===== src/rtl/pdn_rail_sequencer.sv =====
// Power rail sequencer: ascending PG-gated ramp-up with settle delay, descending timed
// ramp-down, and fault latching on PG timeout or PG loss of an enabled rail.
module pdn_rail_sequencer #(
    parameter int unsigned NUM_RAILS  = 6,
    parameter int unsigned CNT_W      = 16,
    parameter int unsigned SETTLE_CYC = 4,
    parameter int unsigned OFF_DELAY  = 4,
    parameter int unsigned PG_TIMEOUT = 1000,
    localparam int unsigned IDX_W     = $clog2(NUM_RAILS)
) (
    input  logic                 clk,
    input  logic                 rst,
    input  logic                 pwr_on_req,
    input  logic                 pwr_off_req,
    input  logic                 fault_clr,
    input  logic [NUM_RAILS-1:0] rail_pg,
    output logic [NUM_RAILS-1:0] rail_en,
    output logic                 seq_busy,
    output logic                 all_good,
    output logic                 fault,
    output logic [IDX_W-1:0]     fault_rail
);

    typedef enum logic [2:0] {
        StIdle,
        StRampUp,
        StSettle,
        StAllOn,
        StRampDown,
        StFault
    } state_t;

    localparam logic [CNT_W-1:0]     SettleLast  = CNT_W'(SETTLE_CYC - 1);
    localparam logic [CNT_W-1:0]     OffLast     = CNT_W'(OFF_DELAY - 1);
    localparam logic [CNT_W-1:0]     TimeoutLast = CNT_W'(PG_TIMEOUT - 1);
    localparam logic [IDX_W-1:0]     LastIdx     = IDX_W'(NUM_RAILS - 1);
    localparam logic [NUM_RAILS-1:0] OneRail     = NUM_RAILS'(1);

    state_t                 state_q, state_d;
    logic [CNT_W-1:0]       cnt_q, cnt_d;
    logic [IDX_W-1:0]       idx_q, idx_d;
    logic [NUM_RAILS-1:0]   rail_en_q, rail_en_d;
    logic                   seq_busy_q, seq_busy_d;
    logic                   all_good_q, all_good_d;
    logic                   fault_q, fault_d;
    logic [IDX_W-1:0]       fault_rail_q, fault_rail_d;

    logic [NUM_RAILS-1:0]   idx_oh;
    logic [NUM_RAILS-1:0]   pg_fail;
    logic [IDX_W-1:0]       fail_idx;
    logic                   pg_cur;
    logic                   pg_monitor;

    // PG-loss detection: enabled rails without PG, except the rail still ramping.
    always_comb begin
        idx_oh     = OneRail << idx_q;
        pg_cur     = |(rail_pg & idx_oh);
        pg_monitor = (state_q == StRampUp) || (state_q == StSettle) || (state_q == StAllOn);
        pg_fail    = rail_en_q & ~rail_pg;
        if (state_q == StRampUp) begin
            pg_fail = pg_fail & ~idx_oh;
        end
        if (!pg_monitor) begin
            pg_fail = '0;
        end
        // Scan downwards so the lowest failing rail wins.
        fail_idx = '0;
        for (int i = NUM_RAILS - 1; i >= 0; i--) begin
            if (pg_fail[i]) begin
                fail_idx = IDX_W'(i);
            end
        end
    end

    // Next-state and next-output logic for the sequencer FSM.
    always_comb begin
        state_d      = state_q;
        cnt_d        = cnt_q;
        idx_d        = idx_q;
        rail_en_d    = rail_en_q;
        fault_rail_d = fault_rail_q;

        if (|pg_fail) begin
            // PG loss outranks every other transition in a monitored state.
            state_d      = StFault;
            rail_en_d    = '0;
            cnt_d        = '0;
            fault_rail_d = fail_idx;
        end else begin
            unique case (state_q)
                StIdle: begin
                    if (pwr_on_req) begin
                        state_d   = StRampUp;
                        idx_d     = '0;
                        cnt_d     = '0;
                        rail_en_d = OneRail;
                    end
                end
                StRampUp: begin
                    if (!pg_cur && cnt_q == TimeoutLast) begin
                        state_d      = StFault;
                        rail_en_d    = '0;
                        cnt_d        = '0;
                        fault_rail_d = idx_q;
                    end else if (pwr_off_req) begin
                        // Abort: current rail is the highest enabled one.
                        state_d   = StRampDown;
                        rail_en_d = rail_en_q & ~idx_oh;
                        cnt_d     = '0;
                    end else if (pg_cur) begin
                        state_d = StSettle;
                        cnt_d   = '0;
                    end else begin
                        cnt_d = cnt_q + 1'b1;
                    end
                end
                StSettle: begin
                    if (pwr_off_req) begin
                        state_d   = StRampDown;
                        rail_en_d = rail_en_q & ~idx_oh;
                        cnt_d     = '0;
                    end else if (cnt_q == SettleLast) begin
                        cnt_d = '0;
                        if (idx_q == LastIdx) begin
                            state_d = StAllOn;
                        end else begin
                            state_d   = StRampUp;
                            rail_en_d = rail_en_q | (idx_oh << 1);
                            idx_d     = idx_q + 1'b1;
                        end
                    end else begin
                        cnt_d = cnt_q + 1'b1;
                    end
                end
                StAllOn: begin
                    if (pwr_off_req) begin
                        state_d   = StRampDown;
                        idx_d     = LastIdx;
                        rail_en_d = rail_en_q & ~(OneRail << LastIdx);
                        cnt_d     = '0;
                    end
                end
                StRampDown: begin
                    if (cnt_q == OffLast) begin
                        cnt_d = '0;
                        if (idx_q != '0) begin
                            rail_en_d = rail_en_q & ~(idx_oh >> 1);
                            idx_d     = idx_q - 1'b1;
                        end else begin
                            state_d = StIdle;
                        end
                    end else begin
                        cnt_d = cnt_q + 1'b1;
                    end
                end
                StFault: begin
                    if (fault_clr) begin
                        state_d = StIdle;
                        idx_d   = '0;
                        cnt_d   = '0;
                    end
                end
                default: begin
                    state_d   = StIdle;
                    rail_en_d = '0;
                    idx_d     = '0;
                    cnt_d     = '0;
                end
            endcase
        end

        seq_busy_d = (state_d == StRampUp) || (state_d == StSettle) ||
                     (state_d == StRampDown);
        all_good_d = (state_d == StAllOn);
        fault_d    = (state_d == StFault);
    end

    // State and registered outputs; reset drops every enable at once.
    always_ff @(posedge clk or posedge rst) begin
        if (rst) begin
            state_q      <= StIdle;
            cnt_q        <= '0;
            idx_q        <= '0;
            rail_en_q    <= '0;
            seq_busy_q   <= 1'b0;
            all_good_q   <= 1'b0;
            fault_q      <= 1'b0;
            fault_rail_q <= '0;
        end else begin
            state_q      <= state_d;
            cnt_q        <= cnt_d;
            idx_q        <= idx_d;
            rail_en_q    <= rail_en_d;
            seq_busy_q   <= seq_busy_d;
            all_good_q   <= all_good_d;
            fault_q      <= fault_d;
            fault_rail_q <= fault_rail_d;
        end
    end

    assign rail_en    = rail_en_q;
    assign seq_busy   = seq_busy_q;
    assign all_good   = all_good_q;
    assign fault      = fault_q;
    assign fault_rail = fault_rail_q;

endmodule


===== config.mk =====
export PLATFORM = sky130hd
export DESIGN_NAME = pdn_rail_sequencer
export DESIGN_NICKNAME = d
export VERILOG_FILES = /design/src/rtl/pdn_rail_sequencer.sv
export SDC_FILE = /design/constraint.sdc
export NUM_CORES = 1
export LEC_CHECK = 0
export CORE_MARGIN = 8
export CORE_UTILIZATION = 35
export DETAILED_ROUTE_END_ITERATION = 12
export SLEW_MARGIN = 25
export SYNTH_ARGS = -nofsm -noshare
export SYNTH_HDL_FRONTEND = slang
export SYNTH_SLANG_ARGS = --single-unit

===== constraint.sdc =====
create_clock -name clk -period 3 [get_ports clk]
set_clock_uncertainty 0.1 [all_clocks]
set_input_delay 0.3 -clock clk [delete_from_list [all_inputs] [get_ports clk]]
set_output_delay 0.3 -clock clk [all_outputs]
set_load 0.02 [all_outputs]

Yosys cells after proc, flatten, opt, wreduce, memory -nomap -nowiden

Cells that the tools add are included.

Bits in registers: 34
Bits of input ports: 11
Output and inout port bits: 12

$add $sub $neg: 3
Equality and inequality tests: 31
Shift operators: 1
Multiplexer cells: 54
Bitwise logic cells: 11
Reductions and logical operators: 17

Operator list:

| kind                  | count |
|---|---|
| $mux 16               | 9 |
| $pmux 16 s6           | 1 |
| $mux 3                | 28 |
| $mux 6                | 12 |
| $pmux 3 s6            | 2 |
| $pmux 6 s6            | 1 |
| $and 6x6->6           | 5 |
| $add 16x1->16 const B | 1 |
| $eq 16x10->1 const B  | 1 |
| $eq 16x2->1 const B   | 1 |
| $ne 2x2->1 const B    | 8 |
| $reduce_and 8->1      | 2 |
| $eq 3x3->1 const B    | 5 |
| $eq 3x2->1 const B    | 4 |
| $ne 3x3->1 const B    | 4 |
| $not 6->6             | 2 |
| $reduce_or 6->1       | 2 |
| $reduce_and 10->1     | 1 |
| $ne 4x2->1 const B    | 2 |
| $eq 3x1->1 const B    | 2 |
| $not 5->6             | 1 |
| $or 6x6->6            | 1 |
| $shl 1x3->6 const A   | 1 |
| $logic_or 1x1->1      | 4 |
| other kinds (14)      | 17 |

Depth between registers and ports, before layout

Gate-level depths: netlist of run 1.

Word-level depth: 12
Mapped depth: 10

Worst setup path after synthesis of run 1

OpenSTA, ideal clock, no wires.

Path kind: reg-to-reg
Start: register cnt_q[4]
End: register idx_q[1]
Data arrival time: 2447 ps
Required time: 2797 ps
Path slack: 349 ps
Cell stages (with the launch flop): 9
Buffers on the path: 2
Period minus slack after synthesis: 2651 ps
Cells stage by stage: dfrtp_1 buf_6 or4b_4 or4_4 buf_6 o21ai_2 nand3_1 or3_4 o41ai_2

Longest elaborated chain between the ends: 3
Elaborated cells between the ends (all ways): 4
Classes of those cells: 3 x eq/ne; 1 x reduce/logical

RTL lines:

| what                                                             | RTL line | source |
|---|---|---|
| start, declared                                                  | 40       | `logic [CNT_W-1:0] cnt_q, cnt_d;` |
| start signal, assigned                                           | 191      | `cnt_q <= cnt_d;` |
| $eq 16x2->1 *                                                    | 122, 144 |  |
| $ne 2x2->1 (no source line) / $ne 2x1->1 (equally long branches) | n/a      |  |
| $reduce_and 10->1 (no source line) *                             | n/a      |  |
| end signal, assigned                                             | 192      | `idx_q <= idx_d;` |
| end, declared                                                    | 41       | `logic [IDX_W-1:0] idx_q, idx_d;` |

Every way passes the cells marked *; elsewhere a longest branch is shown, timed or not.
A chain may end at the register's enable or synchronous reset.

Worst setup path in the final report of run 1

Start: register cnt_q[0]
End: register rail_en_q[3], in the netlist rail_en[3]

Longest elaborated chain between the ends: 5
Elaborated cells between the ends (all ways): 10
Classes of those cells: 5 x eq/ne; 3 x mux; 2 x reduce/logical

RTL lines:

| what                 | RTL line | source |
|---|---|---|
| $eq 16x10->1         | 100      | `if (!pg_cur && cnt_q == TimeoutLast) begin` |
| $logic_and 1x1->1    | 100      |  |
| $mux 6               | 100      |  |
| $pmux 6 s6           | 90       | `unique case (state_q)` |
| $mux 6               | 83       | `if (\|pg_fail) begin` |
| end signal, assigned | 193      | `rail_en_q <= rail_en_d;` |
| end, declared        | 42       | `logic [NUM_RAILS-1:0] rail_en_q, rail_en_d;` |

Several ways; a longest one is shown, not always the timed one.

==> results of run 1 <==
## state kept, by name, indices dropped and copies added, names as in the netlist
| name | cells |
|---|---|
| state_q | 3 |
| idx_q | 3 |
| fault_rail | 3 |
| all_good | 1 |
| cnt_q | 16 |
| fault | 1 |
| rail_en | 6 |
| seq_busy | 1 |
## worst paths after layout
check                                  end      start  slack [ns]
worst min-delay path              cnt_q[2]        rst        0.26
worst min register to register   cnt_q[14]  cnt_q[14]        0.43
min in group clk                 cnt_q[14]  cnt_q[14]        0.43
worst max register to register  rail_en[3]   cnt_q[0]        0.19
worst max-delay path            rail_en[3]   cnt_q[0]        0.19
max in group asynchronous         idx_q[1]        rst        1.84
## report_power, final
group	switching (µW)	total (µW)	internal (µW)	leakage [µW]
Sequential	108	657	549	0.000462
Combinational	950	1670	723	0.000813
Clock	182	536	355	0.0000714
## through the flow
step / util (%) / total power [µW]
after CTS: 44.73 / 2854
final: 44.85 / 2867
after global routing: 44.85 / 3058
after global placement: 42.75 / 2291
after detailed placement: 42.75 / 2306
after floorplan: - / 1721
## final cells by class
cell class                 count  area (µm²)
multi-input combinational    254        1630
tap                           99       123.9
timing repair buffer          50       442.9
clock inverter                 2       60.06
fill                         728        3979
sequential                    34       850.8
inverter                      12       45.04
clock buffer                   6       82.58
## repair_timing
item,CTS,global route
hold buffers,0,0
gates resized for setup,0,2
endpoints found under the setup margin,0,9
## cells by family (layout without fill, tap and decap cells)
family | after synthesis | in the layout | synth area share (%)
buffers and inverters | 28 | 70 | 4.771
and+or+nand+nor | 139 | 139 | 29.74
DFF | 34 | 34 | 32.77
AOI/OAI and AO/OA | 97 | 97 | 25.45
adders and majority gates | 2 | 2 | 1.253
xor gates and xnor gates | 6 | 6 | 2.024
muxes | 10 | 10 | 4.000
## cells in the final DEF, fill, tap and decap left out, drive strengths merged, types with 11 or more instances in the layout
cell type	Yosys	layout
inv	12	12
dfrtp	34	34
nand2	22	22
a21oi	29	29
buf	6	28
o21ai	19	19
nand2b	11	11
nor2	38	38
clkdlybuf4s50	0	22
a31oi	13	13
## metal layers
layer	GRT usage, %	wire length [µm]	part of all wire, %	vias to the layer above
li1	-	-	-	1254
met1	18.55	3334	44	1300
met2	25.89	3675	48	92
met3	2.997	513	6.7	13
met4	3.047	85	1.1	0
met5	0	0	0	-
## worst max-delay path, delay by kind of cell, from the launching register on
family          cells  cell delay, ns
fa+ha+maj           1            0.23
compound gates      3            0.74
simple gates        3            1.26
flops               1            0.38
==> impl_metrics.env, run 1 <==
export IMPL_status="finished clean"
export IMPL_p_per_area_nw_per_um2=886.0
export IMPL_grt_max_degree=21
export IMPL_numCtsBuffers=5
export IMPL_max_stage_delay_ns=0.59
export IMPL_critical_path_class="flip-flop to flip-flop"
export IMPL_synth_flop_cell="dfrtp_1"
export IMPL_initial_core_util_pct=35.99
export IMPL_seq_area_frac_synth_pct=32.77
export IMPL_leakage_uw=0.001346
export IMPL_clock_sinks=34
export IMPL_maxCapViolCount=0
export IMPL_gr_usage_all_layers_pct=14.91
export IMPL_avgSynthCellArea_um2=8.216
export IMPL_period_needed_ns=2.809
export IMPL_vias=2659
export IMPL_clockRootBuffer="clkbuf_8"
export IMPL_syn_nets=329
export IMPL_tightest_slew_ns=0.5755
export IMPL_crit_chain="ha_1 -> or4b_4 -> or4_4 -> o31ai_4 -> a31oi_2 -> nand2b_4 -> a221oi_2"
export IMPL_hold_path_class="primary input to async pin"
export IMPL_synth_edf_count=0
export IMPL_worstPathArrival_ns=2.91
export IMPL_io_buffers=22
export IMPL_row_count=31
export IMPL_cp_start_kind="flip-flop"
export IMPL_setup_viol=0
export IMPL_dp_cells=449
export IMPL_clk_pin_slew_ns=0.07
export IMPL_setup_worst_path_end_class="flip-flop"
export IMPL_max_freq_mhz=356.0
export IMPL_synth_distinct_cells=67
export IMPL_nets=370
export IMPL_yosysMostFrequentCell="nor2_1"
export IMPL_cts_setup_buffers=0
export IMPL_fp_dieH_um=102.1
export IMPL_finalHoldViolations=0
export IMPL_cts_tree="built"
export IMPL_worstPathRequired_ns=3.10
export IMPL_max_vdd_ir_drop_mv=0.3225
export IMPL_place_area_um2=3084
export IMPL_synth_area_leaders="dfrtp_1 33%, a21oi_1 5.6%, nor2_1 5.5%, nand2_1 3.2%, o21ai_0 3.1%"
export IMPL_totalNegativeSetupSlack_ns=0
export IMPL_async_flop_share_pct=100.0
export IMPL_remaining_drc_errors=0
export IMPL_grt_overflow=0
export IMPL_placeableCoreArea_um2=7214
export IMPL_rsz0062_at_grt="false"
export IMPL_final_layout_size_suffix_gt1_share_pct=16.20
export IMPL_dp_hpwl_um=5809
export IMPL_fin_area_um2=3236
export IMPL_grt_pass1_wl_um=12610
export IMPL_synthCells=316
export IMPL_vias_per_cell=5.818
export IMPL_firstDrtPassIters=5
export IMPL_antenna_found_initial=0
export IMPL_yosys_warnings=0
export IMPL_synth_top_area_share_pct=32.77
export IMPL_relSlewSlack_pct=61.59
export IMPL_post_route_period_util_pct=93.63
export IMPL_grt_pass1_vias=2544
export IMPL_fin_ws_ns=0.1910
export IMPL_antenna_cells=0
export IMPL_drv_slew=0
export IMPL_critPathSlowestCell="or4_4"
export IMPL_syn2layout_area_growth_pct=24.63
export IMPL_totalWireLength_um=7608
export IMPL_hold_worst_slack_ns=0.2628
export IMPL_ios=23
export IMPL_gp_congestion=0.9104
export IMPL_final_cells=457
export IMPL_cts_max_path_buffers=2
export IMPL_insertion_delay_ns=0.29
export IMPL_yosysTopAreaCell="dfrtp_1"
export IMPL_dieArea_um2=10430
export IMPL_post_drt_wl_per_cell_um=16.65
export IMPL_critPathMaxFanout=6
export IMPL_antenna_left=0
export IMPL_place_ws_ns=0.1415
export IMPL_h_tree_depth=2
export IMPL_synthTopCellsByCount="38 x nor2_1, 34 x dfrtp_1, 29 x a21oi_1"
export IMPL_syn_area_um2=2596
export IMPL_die_x_um=102.1
export IMPL_synth_seq_cells=34
export IMPL_dr_first_iter_drc_count=186
export IMPL_worst_r2r_path_depth=7
(Power assumes the default switching activity.)
==> run 2: changes to the inputs <==
CORE_MARGIN = not set   (was 8)
==> run 2 against run 1 <==
Compared with the run above: non-clock buffer count is 8 higher; routed wire length is 0.32% lower; worst setup slack worse by 0.045 ns; global-route usage is 6.1 points higher; register-to-register slack worse by 0.05 ns; clock power is 32% lower; critical path depth stayed put; first-iteration DRC count is 19% higher; largest power group unchanged; combinational power hardly changed; sequential share of layout area is 0.091 points lower; critical endpoint unchanged; sequential power is 0.6% higher.
==> impl_metrics.env, run 2 (same netlist as run 1, synthesis figures left out) <==
export IMPL_r2r_slack_ns=0.15
export IMPL_max_vdd_ir_drop_mv=0.3550
export IMPL_clockRootBuffer="clkbuf_8"
export IMPL_critPathMaxFanout=6
export IMPL_p_comb_share_pct=62.3
export IMPL_internal_power_uw=1472
export IMPL_row_count=31
export IMPL_syn2layout_area_growth_pct=25.06
export IMPL_numCtsBuffers=5
export IMPL_tightest_slew_ns=0.5599
export IMPL_critical_path_class="flip-flop to flip-flop"
export IMPL_antenna_cells=0
export IMPL_dieArea_um2=7766
export IMPL_status="finished clean"
export IMPL_setup_worst_path_end_class="flip-flop"
export IMPL_post_drt_wl_per_cell_um=16.31
export IMPL_power_uw=2721
export IMPL_clock_sinks=34
export IMPL_gr_usage_all_layers_pct=21.02
export IMPL_final_seq_area_um2=850.8
export IMPL_post_route_period_util_pct=95.13
export IMPL_setup_viol=0
export IMPL_regMostFlops="cnt_q"
export IMPL_dr_first_iter_drc_count=222
export IMPL_worstPathRequired_ns=3.10
export IMPL_max_freq_mhz=350.4
export IMPL_vias_per_cell=5.735
export IMPL_rr_endpoint="rail_en[3]"
export IMPL_ctsResizeCount=1
export IMPL_totalNegativeSetupSlack_ns=0
export IMPL_cts_hold_buf=0
export IMPL_grt_overflow=0
export IMPL_finalHoldViolations=0
export IMPL_sequentialPowerShare_pct=24.3
export IMPL_post_route_util_pct=45.01
export IMPL_io_buffers=22
export IMPL_n_fill_cell=746
export IMPL_nets=378
export IMPL_leakage_uw=0.001360
export IMPL_p_per_area_nw_per_um2=838.0
export IMPL_multi_input_area_um2=1642
export IMPL_critPathLaunch="cnt_q[0]"
export IMPL_clockPowerShare_pct=13.4
export IMPL_antenna_left=0
export IMPL_r2r_start="cnt_q[0]"
export IMPL_cts_tree="built"
export IMPL_ios=23
export IMPL_drv_slew=0
export IMPL_rsz0062_at_grt="false"
export IMPL_cts_setup_buffers=0
export IMPL_p_sw_uw=1249
export IMPL_worstPathArrival_ns=2.96
export IMPL_grt_max_degree=23
export IMPL_placeableCoreArea_um2=7214
export IMPL_die_x_um=88.13
export IMPL_totalWireLength_um=7584
export IMPL_vias=2667
export IMPL_sw_frac_of_total_pct=45.89
export IMPL_fp_dieH_um=88.13
export IMPL_grt_pass1_vias=2495
export IMPL_maxCapViolCount=0
export IMPL_cp_start_kind="flip-flop"
export IMPL_insertion_delay_ns=0.29
export IMPL_layout_commonest_cell="nor2_1"
export IMPL_remaining_drc_errors=0
export IMPL_final_cells=465
export IMPL_final_layout_size_suffix_gt1_share_pct=18.58
export IMPL_relSlewSlack_pct=62.45
export IMPL_worst_r2r_path_depth=7
export IMPL_initial_core_util_pct=35.99
export IMPL_hold_path_class="primary input to async pin"
export IMPL_cts_max_path_buffers=2
export IMPL_dp_cells=457
export IMPL_period_needed_ns=2.854
export IMPL_firstDrtPassIters=5
export IMPL_dp_hpwl_um=5740
export IMPL_gp_congestion=0.9064
export IMPL_antenna_found_initial=0
export IMPL_grt_pass1_wl_um=12540
export IMPL_hold_worst_slack_ns=0.2424
export IMPL_clk_pin_slew_ns=0.08
export IMPL_largest_reg_flops=16
export IMPL_final_cell_mix="37 x nor2_1, 36 x buf_4, 34 x dfrtp_1, 29 x a21oi_1"
export IMPL_h_tree_depth=2
## run 2: changes by cell type in the layout (fill, tap and decap cells not counted), sizes merged
| cell | delta |
|---|---|
| clkinv | +1 |
| buf | +8 |
| clkinvlp | +1 |
| bufinv | -2 |
## run 2: worst max path at each step
| stage | to | slack (ns) | depth (start not counted) |
|---|---|---|---|
| after floorplan | idx_q[1] | 0.35 | 8 |
| after global placement | cnt_q[8] | 0.04 | 8 |
| after detailed placement | cnt_q[12] | -0.06 | 8 |
| after CTS | rail_en[3] | 0.17 | 7 |
| after global routing | rail_en[1] | 0.003 | 8 |
| final | rail_en[3] | 0.15 | 7 |
## run 2: through the flow
| stage | instance area, µm² | setup slack, ns |
|---|---|---|
| floorplan | 2596 | 0.3494 |
| global placement | 3132 | 0.03534 |
| detailed placement | 3132 | -0.05869 |
| CTS | 3229 | 0.1717 |
| global route | 3247 | 0.002747 |
| finish | 3247 | 0.1460 |
## run 2: area by class of cell
type                            instances  share of cell area, %
Clock buffer                            6                  2.543
Clock inverter                          2                 0.3854
Inverter                               12                  1.387
Multi-Input combinational cell        254                  50.56
Sequential cell                        34                  26.20
Tap cell                               99                  3.815
Timing Repair Buffer                   58                  15.11
## run 2: layer usage
layer / vias up / global-route usage [%] / wire length (µm)
li1: 1272 / - / -
met1: 1290 / 28.51 / 3497
met2: 97 / 34.39 / 3660
met3: 8 / 3.676 / 357
met4: 0 / 6.012 / 68
met5: - / 0 / 0
## run 2: power by group through the flow
stage	Combinational, µW	Clock, µW	Sequential [µW]
finish	1700	365	661
global route	1850	393	679
CTS	1670	375	660
detailed placement	1660	0	669
global placement	1640	0	668
floorplan	1050	0	669
## run 2: critical path, stage by stage, from the launching register on
cell and delay (ns):
dfrtp_1 0.38, ha_1 0.24, or4b_4 0.48, or4_4 0.59, o31ai_4 0.30, a31oi_2 0.23
nand2b_4 0.19, a221oi_2 0.25
==> run 3: changes to the inputs <==
PLACE_DENSITY_LB_ADDON = 0.2   (was not set)
REMOVE_ABC_BUFFERS = 1   (was not set)
==> run 3 against run 2 <==
Compared with the run above: routed wire length shrank 2.7%; highest routed layer unchanged; non-clock buffer count shrank 10; cell area shrank 3.4%; critical path type unchanged.
==> impl_metrics.env, run 3 (same netlist as run 1, synthesis figures left out) <==
export IMPL_status="finished clean"
export IMPL_row_count=31
export IMPL_regMostFlops="cnt_q"
export IMPL_nets=368
export IMPL_io_buffers=22
export IMPL_numCtsBuffers=5
export IMPL_critPathCapture="idx_q[1]"
export IMPL_die_x_um=88.13
export IMPL_cp_start_kind="flip-flop"
export IMPL_drv_slew=0
export IMPL_largest_reg_flops=16
export IMPL_cts_tree="built"
export IMPL_n_fill_cell=755
export IMPL_firstDrtPassIters=5
export IMPL_totalWireLength_um=7377
export IMPL_power_uw=2589
export IMPL_cts_hold_buf=0
export IMPL_remaining_drc_errors=0
export IMPL_vias_per_cell=5.632
export IMPL_sequentialPowerShare_pct=25.5
export IMPL_clockPowerShare_pct=12.4
export IMPL_dr_first_iter_drc_count=370
export IMPL_worstPathRequired_ns=3.09
export IMPL_post_route_period_util_pct=93.14
export IMPL_totalNegativeSetupSlack_ns=0
export IMPL_post_route_util_pct=43.50
export IMPL_r2r_slack_ns=0.21
export IMPL_period_needed_ns=2.794
export IMPL_antenna_left=0
export IMPL_sw_frac_of_total_pct=46.94
export IMPL_fin_ws_ns=0.2058
export IMPL_maxCapViolCount=0
export IMPL_tightest_slew_ns=0.5792
export IMPL_gp_congestion=0.9998
export IMPL_rr_endpoint="idx_q[1]"
export IMPL_placeableCoreArea_um2=7214
export IMPL_finalHoldViolations=0
export IMPL_hold_path_class="primary input to async pin"
export IMPL_setup_worst_path_end_class="flip-flop"
export IMPL_dp_cells=447
export IMPL_p_comb_share_pct=62.1
export IMPL_rsz0062_at_grt="false"
export IMPL_clock_sinks=34
export IMPL_initial_core_util_pct=35.99
export IMPL_post_drt_wl_per_cell_um=16.25
export IMPL_worst_r2r_path_depth=7
export IMPL_critical_path_class="flip-flop to flip-flop"
export IMPL_insertion_delay_ns=0.29
export IMPL_critPathMaxFanout=6
export IMPL_cts_max_path_buffers=2
export IMPL_grt_pass1_wl_um=12190
export IMPL_max_freq_mhz=357.9
export IMPL_cts_setup_buffers=0
export IMPL_internal_power_uw=1374
export IMPL_worstPathArrival_ns=2.89
export IMPL_antenna_found_initial=0
export IMPL_place_ws_ns=0.1722
export IMPL_h_tree_depth=2
export IMPL_relSlewSlack_pct=61.15
export IMPL_r2r_start="cnt_q[0]"
export IMPL_p_sw_uw=1215
export IMPL_grt_pass1_vias=2381
export IMPL_leakage_uw=0.001306
export IMPL_layout_commonest_cell="nor2_1"
export IMPL_clk_pin_slew_ns=0.07
export IMPL_dieArea_um2=7766
export IMPL_critPathLaunch="cnt_q[0]"
export IMPL_grt_max_degree=35
export IMPL_clockRootBuffer="clkbuf_8"
export IMPL_ios=23
export IMPL_p_per_area_nw_per_um2=824.9
export IMPL_syn2layout_area_growth_pct=20.87
export IMPL_dp_hpwl_um=5586
export IMPL_final_cell_mix="37 x nor2_1, 34 x dfrtp_1, 29 x a21oi_1, 26 x buf_4"
export IMPL_final_layout_size_suffix_gt1_share_pct=15.49
export IMPL_gr_usage_all_layers_pct=20.47
export IMPL_final_cells=454
export IMPL_antenna_cells=0
export IMPL_setup_viol=0
export IMPL_grt_overflow=0
export IMPL_max_vdd_ir_drop_mv=0.3973
export IMPL_fp_dieH_um=88.13
export IMPL_vias=2557
## run 3: timing repair
action                                 4_1_cts  5_1_grt
gates resized for setup                      0        1
endpoints found under the hold margin        0        0
setup endpoints to repair                    0        3
## run 3: layout make-up
type | count | area (µm²) | share of cell area (%)
multi-input cells | 254 | 1624 | 51.75
clock buffers | 5 | 68.82 | 2.193
repair buffers | 48 | 415.4 | 13.24
inverters | 12 | 45.04 | 1.435
clock inverters | 2 | 10.01 | 0.3190
flip-flops and latches | 34 | 850.8 | 27.11
well taps | 99 | 123.9 | 3.947
## run 3: how the worst min path moves through the flow
stage,cells past startpoint,startpoint,endpoint
floorplan,1,rst,all_good
global placement,1,cnt_q[1],cnt_q[1]
detailed placement,1,cnt_q[1],cnt_q[1]
CTS,3,rst,seq_busy
global route,3,rst,idx_q[1]
finish,3,rst,idx_q[1]
## run 3: routing by layer
layer	track usage (%)	share of wire, %	up-vias
li1	-	-	1252
met1	30.09	49	1200
met2	30.87	44	98
met3	3.676	5.3	7
met4	5.279	1.0	0
met5	0	0	-
## run 3: critical path, cell delays in order (launching register included)
cell and delay, ns:
dfrtp_1 0.37, ha_1 0.22, or4b_4 0.48, or4_4 0.60
o21ai_2 0.14, nand3_1 0.11, or3_4 0.40, o41ai_2 0.27
## run 3: stage by stage
stage / instance area (µm²) / hold WS (ns)
floorplan: 2517 / 0.3416
global route: 3138 / 0.3785
detailed placement: 3057 / 0.4176
finish: 3138 / 0.3061
global placement: 3057 / 0.4149
CTS: 3136 / 0.3292
## run 3: power by group through the flow
stage / logic (µW) / registers (µW) / clock network (µW)
detailed placement: 1580 / 667 / 0
global placement: 1590 / 664 / 0
finish: 1610 / 659 / 321
CTS: 1590 / 658 / 332
floorplan: 947 / 729 / 0
global route: 1760 / 675 / 352
